===== src/rtl/alu_pkg.sv =====
// Shared datapath constants for the ALU arithmetic path.
package alu_pkg;

  // Default datapath width.
  localparam int unsigned DATA_W = 32;

  // Operation select values for the adder's sub input.
  localparam logic OP_ADD = 1'b0;
  localparam logic OP_SUB = 1'b1;

endpackage


===== src/rtl/cla4.sv =====
// 4-bit carry-lookahead slice; also exports the carry into bit 3 so the top
// slice can form signed overflow.
module cla4 (
  input  logic [3:0] a,
  input  logic [3:0] b,
  input  logic       cin,
  output logic [3:0] sum,
  output logic       cout,
  output logic       c3
);

  logic [3:0] g;
  logic [3:0] p;
  logic [4:0] c;

  // Generate/propagate terms and flattened lookahead carries.
  always_comb begin
    g    = a & b;
    p    = a ^ b;
    c[0] = cin;
    c[1] = g[0] | (p[0] & cin);
    c[2] = g[1] | (p[1] & g[0]) | (p[1] & p[0] & cin);
    c[3] = g[2] | (p[2] & g[1]) | (p[2] & p[1] & g[0]) | (p[2] & p[1] & p[0] & cin);
    c[4] = g[3] | (p[3] & g[2]) | (p[3] & p[2] & g[1]) | (p[3] & p[2] & p[1] & g[0])
         | (p[3] & p[2] & p[1] & p[0] & cin);
    sum  = p ^ c[3:0];
    cout = c[4];
    c3   = c[3];
  end

endmodule


===== src/rtl/adder.sv =====
// Two's-complement adder/subtractor with combinational flags and a sticky
// signed-overflow register. Group carries ripple between 4-bit CLA slices.
module adder
  import alu_pkg::*;
#(
  parameter int unsigned WIDTH = DATA_W
) (
  input  logic             clk,
  input  logic             rst,
  input  logic [WIDTH-1:0] A,
  input  logic [WIDTH-1:0] B,
  input  logic             sub,
  output logic [WIDTH-1:0] res,
  output logic             cout,
  output logic             ovf,
  output logic             zero,
  output logic             neg,
  output logic             ovf_sticky
);

  localparam int unsigned NSLICE = WIDTH / 4;

  logic [WIDTH-1:0] be;
  logic [NSLICE:0]  cg;
  logic             c_msb_in;

  // Subtract is A + ~B + 1: invert B and feed sub in as the carry.
  assign be    = (sub == OP_SUB) ? ~B : B;
  assign cg[0] = sub;

  for (genvar i = 0; i < NSLICE; i++) begin : g_slice
    if (i == NSLICE - 1) begin : g_top
      cla4 u_cla4 (
        .a    (A[4*i +: 4]),
        .b    (be[4*i +: 4]),
        .cin  (cg[i]),
        .sum  (res[4*i +: 4]),
        .cout (cg[i+1]),
        .c3   (c_msb_in)
      );
    end else begin : g_low
      logic c3_unused;
      cla4 u_cla4 (
        .a    (A[4*i +: 4]),
        .b    (be[4*i +: 4]),
        .cin  (cg[i]),
        .sum  (res[4*i +: 4]),
        .cout (cg[i+1]),
        .c3   (c3_unused)
      );
    end
  end

  assign cout = cg[NSLICE];
  assign ovf  = cg[NSLICE] ^ c_msb_in;
  assign zero = (res == '0);
  assign neg  = res[WIDTH-1];

  // Sticky overflow: set by any sampled overflow, cleared only by reset.
  always_ff @(posedge clk or posedge rst) begin
    if (rst) begin
      ovf_sticky <= 1'b0;
    end else if (ovf) begin
      ovf_sticky <= 1'b1;
    end
  end

endmodule


===== config.mk =====
export PLATFORM = sky130hd
export DESIGN_NAME = adder
export DESIGN_NICKNAME = d
export VERILOG_FILES = /design/src/rtl/alu_pkg.sv /design/src/rtl/cla4.sv /design/src/rtl/adder.sv
export SDC_FILE = /design/constraint.sdc
export NUM_CORES = 1
export LEC_CHECK = 0
export ABC_AREA = 1
export CAP_MARGIN = 20
export CORE_ASPECT_RATIO = 0.5
export CORE_UTILIZATION = 35
export DETAILED_ROUTE_END_ITERATION = 10
export PLACE_DENSITY = 0.68
export SYNTH_ARGS = -nofsm -noshare
export SYNTH_HDL_FRONTEND = slang
export SYNTH_SLANG_ARGS = --single-unit
export TNS_END_PERCENT = 5

===== constraint.sdc =====
create_clock -name clk -period 12.66 [get_ports clk]
set_clock_uncertainty 0.05 [all_clocks]
set_input_delay 1.266 -clock clk [delete_from_list [all_inputs] [get_ports clk]]
set_output_delay 1.266 -clock clk [all_outputs]
set_load 0.03 [all_outputs]

Yosys cells after proc, flatten, opt, wreduce, memory -nomap -nowiden
Index checks and enable logic that the tools add are counted.
{"block": "word_totals", "reg_bits": 1, "elab_cells": 237, "romBits": 0, "memories": 0, "out_inout_bits": 37, "in_bits": 67, "latchBits": 0, "mem_bits_rw": 0}
{"block": "op_classes", "n_bitwise": 234, "n_lt_le_gt_ge": 0, "n_reduce_logical": 1, "n_mul": 0, "n_div": 0, "n_eq_ne": 0, "n_addsub": 0, "muxes": 1, "shifts": 0}
{"op": "$and A1 B1 Y1", "n": 128}
{"op": "$or A1 B1 Y1", "n": 80}
{"op": "$xor A4 B4 Y4", "n": 16}
{"op": "$and A4 B4 Y4", "n": 8}
{"op": "$logic_not A32 Y1", "n": 1}
{"op": "$mux W32", "n": 1}
{"op": "$not A32 Y32", "n": 1}
{"op": "$xor A1 B1 Y1", "n": 1}

Logic depth before layout (Yosys ltp)
{"block": "logic_depth", "word_depth": 24, "ltp_mapped": 36}

Cells and area by module
From an unflattened synthesis, not the netlist that was laid out.
{"block": "hier_totals", "hier_cells": 289, "hier_area_um2": 1994.4}
{"module": "cla4", "cells_per_inst": 27, "seq_area_each_um2": 0.0, "area_per_inst_um2": 183.9, "instances": 8}
{"module": "adder", "cells_per_inst": 73, "seq_area_each_um2": 25.0, "area_per_inst_um2": 523.0, "instances": 1}

Worst setup path before layout
OpenSTA, ideal clock, no wires.
{"block": "synth_path", "path_type": "input to output", "startpoint": "input port sub", "endpoint": "output port zero", "slack_ps": 6182, "t_required_ps": 11344, "cell_stages": 36, "n_path_buf": 2, "t_arrival_ps": 5162, "cell_sequence": "buf_6 -> buf_4 -> xor2_1 -> ha_1 -> inv_1 -> nand2_1 -> nand3_2 -> nand2_2 -> nand2_1 -> nand2_2 -> nand2_2 -> nand2_2 -> nand2_1 -> nand2_2 -> nand2_2 -> nand2_2 -> nand2_2 -> nand2_2 -> nand2_2 -> nand2_2 -> inv_1 -> fa_1 -> xnor2_1 -> nor2_1 -> nand3_1 -> nor3_1 -> nand2_1 -> nor2_1 -> nand3_1 -> nor2_1 -> nand2_1 -> nor2_1 -> nand3_1 -> nor2_1 -> nand3_1 -> nor2_1"}
{"block": "synth_between", "elab_chain_len": 23}
{"element": "start, declared", "line_no": "adder.sv:12", "text": "input logic sub,"}
{"element": "$mux W32", "line_no": "adder.sv:28", "text": "assign be = (sub == OP_SUB) ? ~B : B;"}
{"element": "$xor A4 B4 Y4 / $and A4 B4 Y4 (equally long branches)", "line_no": "cla4.sv:19, cla4.sv:18"}
{"element": "$and A1 B1 Y1, on equally long branches", "line_no": "cla4.sv:24, cla4.sv:25"}
{"element": "$or A1 B1 Y1, or another cell as far along (2 in series)", "line_no": "cla4.sv:24", "text": "c[4] = g[3] | (p[3] & g[2]) | (p[3] & p[2] & g[1]) | (p[3] & p[2] & p[1] & g[0])"}
{"element": "$or A1 B1 Y1 / $and A1 B1 Y1 (equally long branches)", "line_no": "cla4.sv:24, cla4.sv:25"}
{"element": "$or A1 B1 Y1", "line_no": "cla4.sv:25", "text": "| (p[3] & p[2] & p[1] & p[0] & cin);"}
{"element": "$and A1 B1 Y1", "line_no": "cla4.sv:25"}
{"element": "$or A1 B1 Y1", "line_no": "cla4.sv:25"}
{"element": "[... 7 more ...]"}
{"element": "$or A1 B1 Y1", "line_no": "cla4.sv:25"}
{"element": "$and A1 B1 Y1", "line_no": "cla4.sv:25"}
{"element": "$or A1 B1 Y1", "line_no": "cla4.sv:25"}
{"element": "$and A1 B1 Y1", "line_no": "cla4.sv:21", "text": "c[1] = g[0] | (p[0] & cin);"}
{"element": "$or A1 B1 Y1", "line_no": "cla4.sv:21"}
{"element": "$xor A4 B4 Y4 *", "line_no": "cla4.sv:26", "text": "sum = p ^ c[3:0];"}
{"element": "named net res[29]", "line_no": "adder.sv:13", "text": "output logic [WIDTH-1:0] res,"}
{"element": "$logic_not A32 Y1 *", "line_no": "adder.sv:56", "text": "assign zero = (res == '0);"}
{"element": "end, declared", "line_no": "adder.sv:16", "text": "output logic zero,"}
The timed path passes the listed nets; every way through them passes the cells marked *.

Worst setup path after layout
{"block": "layout_path", "startpoint": "input port sub", "endpoint": "output port zero"}
{"block": "layout_between", "elab_chain_len": 23}
{"element": "$mux W32", "line_no": "adder.sv:28"}
{"element": "$xor A4 B4 Y4 / $and A4 B4 Y4 (equally long branches)", "line_no": "cla4.sv:19, cla4.sv:18"}
{"element": "$and A1 B1 Y1, on equally long branches", "line_no": "cla4.sv:24, cla4.sv:25"}
{"element": "$or A1 B1 Y1, or another cell as far along (2 in series)", "line_no": "cla4.sv:24"}
{"element": "$or A1 B1 Y1 / $and A1 B1 Y1 (equally long branches)", "line_no": "cla4.sv:24, cla4.sv:25"}
{"element": "$or A1 B1 Y1", "line_no": "cla4.sv:25"}
{"element": "$and A1 B1 Y1", "line_no": "cla4.sv:25"}
{"element": "$or A1 B1 Y1", "line_no": "cla4.sv:25"}
{"element": "[... 6 more ...]"}
{"element": "$and A1 B1 Y1", "line_no": "cla4.sv:25"}
{"element": "$or A1 B1 Y1", "line_no": "cla4.sv:25"}
{"element": "$and A1 B1 Y1", "line_no": "cla4.sv:25"}
{"element": "$or A1 B1 Y1", "line_no": "cla4.sv:25"}
{"element": "$and A1 B1 Y1, on equally long branches", "line_no": "cla4.sv:21, cla4.sv:22, cla4.sv:23"}
{"element": "$or A1 B1 Y1, on equally long branches", "line_no": "cla4.sv:21, cla4.sv:22, cla4.sv:23"}
{"element": "$xor A4 B4 Y4", "line_no": "cla4.sv:26"}
{"element": "$logic_not A32 Y1 *", "line_no": "adder.sv:56"}
Every way passes the cells marked *; elsewhere a longest branch is shown, timed or not.

==> results summary <==
The run finished with clean final reports. The worst hold path stage count came out at 2. The congestion estimate from routability-driven global placement came to 0.812. STA classifies the critical path endpoint as an output pin. Setup repair after global routing left no endpoint under its margin. The analysis attributes to cell leakage a power of 1.62 nW. The buffers inserted during post-CTS setup optimization came out at 0. The number of routed nets with antenna violations came out at 0.

Clock-pin slew was measured on the worst setup and hold paths at 0 ps. Including well taps, the total number of placed cells is 499. The number of top-level pins came out at 104. The worst setup path is of the primary input to output pin kind.

The relative slew slack came out at 34.7%. The die span in y is 55.7 µm. The worst setup path is launched from a primary input. The initial cell density of the core came out at 36.7%.

The arrival time at the worst endpoint is 6300 ps. The later-pin clock latency in the skew report came out at 0 ps. The placed wire-length estimate is 4750 µm. The worst-case hold slack is 397 ps. The post-route netlist has 4.46% of its cells at a drive strength greater than 1. The final critical-path setup slack came out at 5040 ps. The depth of the worst register-to-register path came out at 2. The number of flip-flops in the largest register was 1. The DRC violations left is 0. The number of nets in the synthesized netlist is 434. In this run, the clock network consumes 0% of the power. Dividing total power by cell area gives a power density of 93.9 mW/mm².

The pre-CTS setup slack is 5020 ps. Among all flip-flop cells after synthesis, the most frequent one is sky130_fd_sc_hd__dfrtp_1. The placed cell area came out at 0.00310 mm². With fillers left out, the area of the finished cells amounts to 0.00310 mm². The number of antenna violations at the first check in global routing came out at 0. The data required time at the worst endpoint is 11340 ps. The number of antenna diodes in the final layout is 0. The largest registers in the layout are ovf_sticky: 1 flops. The share of synthesized area in the top cell type comes to 19.8%. The worst-path maximum fanout came out at 35.

Of the available clock period, the critical path in the final layout requires 60.2%. The number of standard cells after synthesis came out at 328. The global-route total usage across every layer is 17.2%. The tool flagged a number of max-cap violations equal to 0. For this run the aggregate overflow at the end of global routing stands at 0.

The full die area came out at 0.00610 mm². The filler-free cell count of the finished design is 499. The achievable frequency came out at 131 MHz. By area the synthesized netlist is led by sky130_fd_sc_hd__ha_1 20%, sky130_fd_sc_hd__inv_1 13%, sky130_fd_sc_hd__xor2_1 13%.

The number of nets in the final layout came out at 534. The largest single stage delay on the critical path is 740 ps. Entering global routing, the biggest net connects 36 pins. The post-cts repair resize count is 0. The power consumption came out at 0.291 mW. In this design, the critical path's most frequently occurring cell is sky130_fd_sc_hd__nand2_2. Dividing the detail-routed via count by the number of cells gives 4.55. A synthesized cell averages 6.16 µm². Adding up every negative setup slack in the final design gives 0 ps.

Cell internal power was estimated by the tool at 0.125 mW. In this run the horizontal extent of the chip is 109 µm. From synthesis to final layout, the design area changed by 53.2%. In the synthesized netlist the async set-or-reset flop fraction comes to 100%. The post-detailed-routing wire length came out at 5330 µm. The share of total power in sequential cells came out at 1.1%.

The final core utilization is 56.2%. The number of buffers added to fix hold violations after cts came out at 0. sky130_fd_sc_hd__inv_1 is the most common cell in the netlist.

The number of register bits inferred by synthesis came out at 1. Setup violations remaining at the end of the flow were counted as 0. The post-synthesis cell area is 0.00202 mm². The number of pins with negative max-slew slack in the final report came out at 0.

In this run, synthesis inferred 0 flip-flops with an integrated enable. The min-delay analysis places its worst path in the category flip-flop to flip-flop. Of the total power, combinational logic draws 98.9%. In the final routed layout, each cell accounts on average for 10.7 µm. The internal reg-to-reg setup slack came out at 12040 ps. After synthesis, the netlist uses 24 different library cells. The synthesis warning total is 0.

The floorplan row count came out at 19. The top cell type by total area after synthesis is sky130_fd_sc_hd__ha_1. The sequential share of the synthesized area is 1.24%. In this run switching power makes up 57.0% of total power.

The count of buffers inserted at the top-level ports is 103. The number of design-rule violations left by the first detailed-router iteration came out at 50. The total area inside the core boundary comes to 0.00552 mm². The first-pass GRT wire length came out at 8760 µm. The largest vdd supply drop came out at 53.7 µV. Ranked by flip-flop count, first place goes to ovf_sticky. The first detailed-routing pass took 5 iterations. The number of vias in the routed layout came out at 2272. The shortest clock period the worst path allows after layout is 7620 ps. After synthesis, the most frequently instantiated cells are 72 x sky130_fd_sc_hd__inv_1, 63 x sky130_fd_sc_hd__nand2_1, 32 x sky130_fd_sc_hd__ha_1.

The analysis attributes to net switching a power of 0.166 mW. The largest individual stage delay along the critical path comes from the cell sky130_fd_sc_hd__buf_2. The measured slew at the worst slew-check pin came out at 979 ps. The total count of hold-check failures in the final report came out at 0.

The number of global-route vias before repair came out at 2069.
[power by group through the flow]
stage                     combinational [mW]  clock (mW)  sequential [mW]
after floorplan                        0.181           0          0.00325
after global placement                 0.286           0          0.00325
after detailed placement               0.289           0          0.00325
after CTS                              0.290           0          0.00325
after global routing                   0.313           0          0.00325
final                                  0.288           0          0.00325
[cell type report]
| cell class | count | area (µm²) |
|---|---|---|
| fillers | 569 | 2420 |
| multi-input cells | 250 | 1690 |
| repair buffers | 103 | 1030 |
| inverters | 72 | 270 |
| well taps | 73 | 91.3 |
| flip-flops and latches | 1 | 25.0 |
[worst max-delay path: cells and delay by family]
kind / cells / cell delay (ps)
XOR/XNOR: 1 / 170
adder cells (fa/ha/maj): 2 / 890
AND/OR/NAND/NOR: 30 / 2510
buffers and inverters: 3 / 1470
[per-layer routing]
layer  vias up  global-route usage, %  part of all wire, %  routed length (µm)
met1      1013                   22.6                   46                2430
met5         -                      0                    0                   0
met3         4                  0.234                  4.2                 224
li1       1211                      -                    -                   -
met4         0                   1.14                 0.73                  39
met2        44                   32.8                   49                2630
[logic make-up after synthesis]
logic type,Yosys count,synth area share (%)
xor+xnor,41,17.8
buf+inv,77,15.4
flops,1,1.24
simple gates,140,30.9
fa+ha+maj,39,26.7
compound gates,30,7.98
[layout by cell type (no fill, tap or decap), drive strengths merged]
| cell | count |
|---|---|
| or2 | 2 |
| xnor2 | 12 |
| a31oi | 1 |
| buf | 1 |
| and3 | 1 |
| nand4 | 2 |
| ha | 32 |
| clkdlybuf4s50 | 102 |
| nand3 | 23 |
| xor2 | 29 |
| nand3b | 3 |
| nand2 | 78 |
| o21ai | 10 |
| nor3 | 3 |
| a21oi | 15 |
| a21o | 2 |
| a211oi | 2 |
| nor2 | 28 |
| fa | 7 |
| dfrtp | 1 |
| inv | 72 |
[path summary, 6_finish.rpt]
check / from / end
max: sub / zero
min: ovf_sticky / ovf_sticky
max reg2reg: ovf_sticky / ovf_sticky
min reg2reg: ovf_sticky / ovf_sticky
max in group asynchronous: rst / ovf_sticky
min in group asynchronous: rst / ovf_sticky
(Power assumes the default switching activity.)
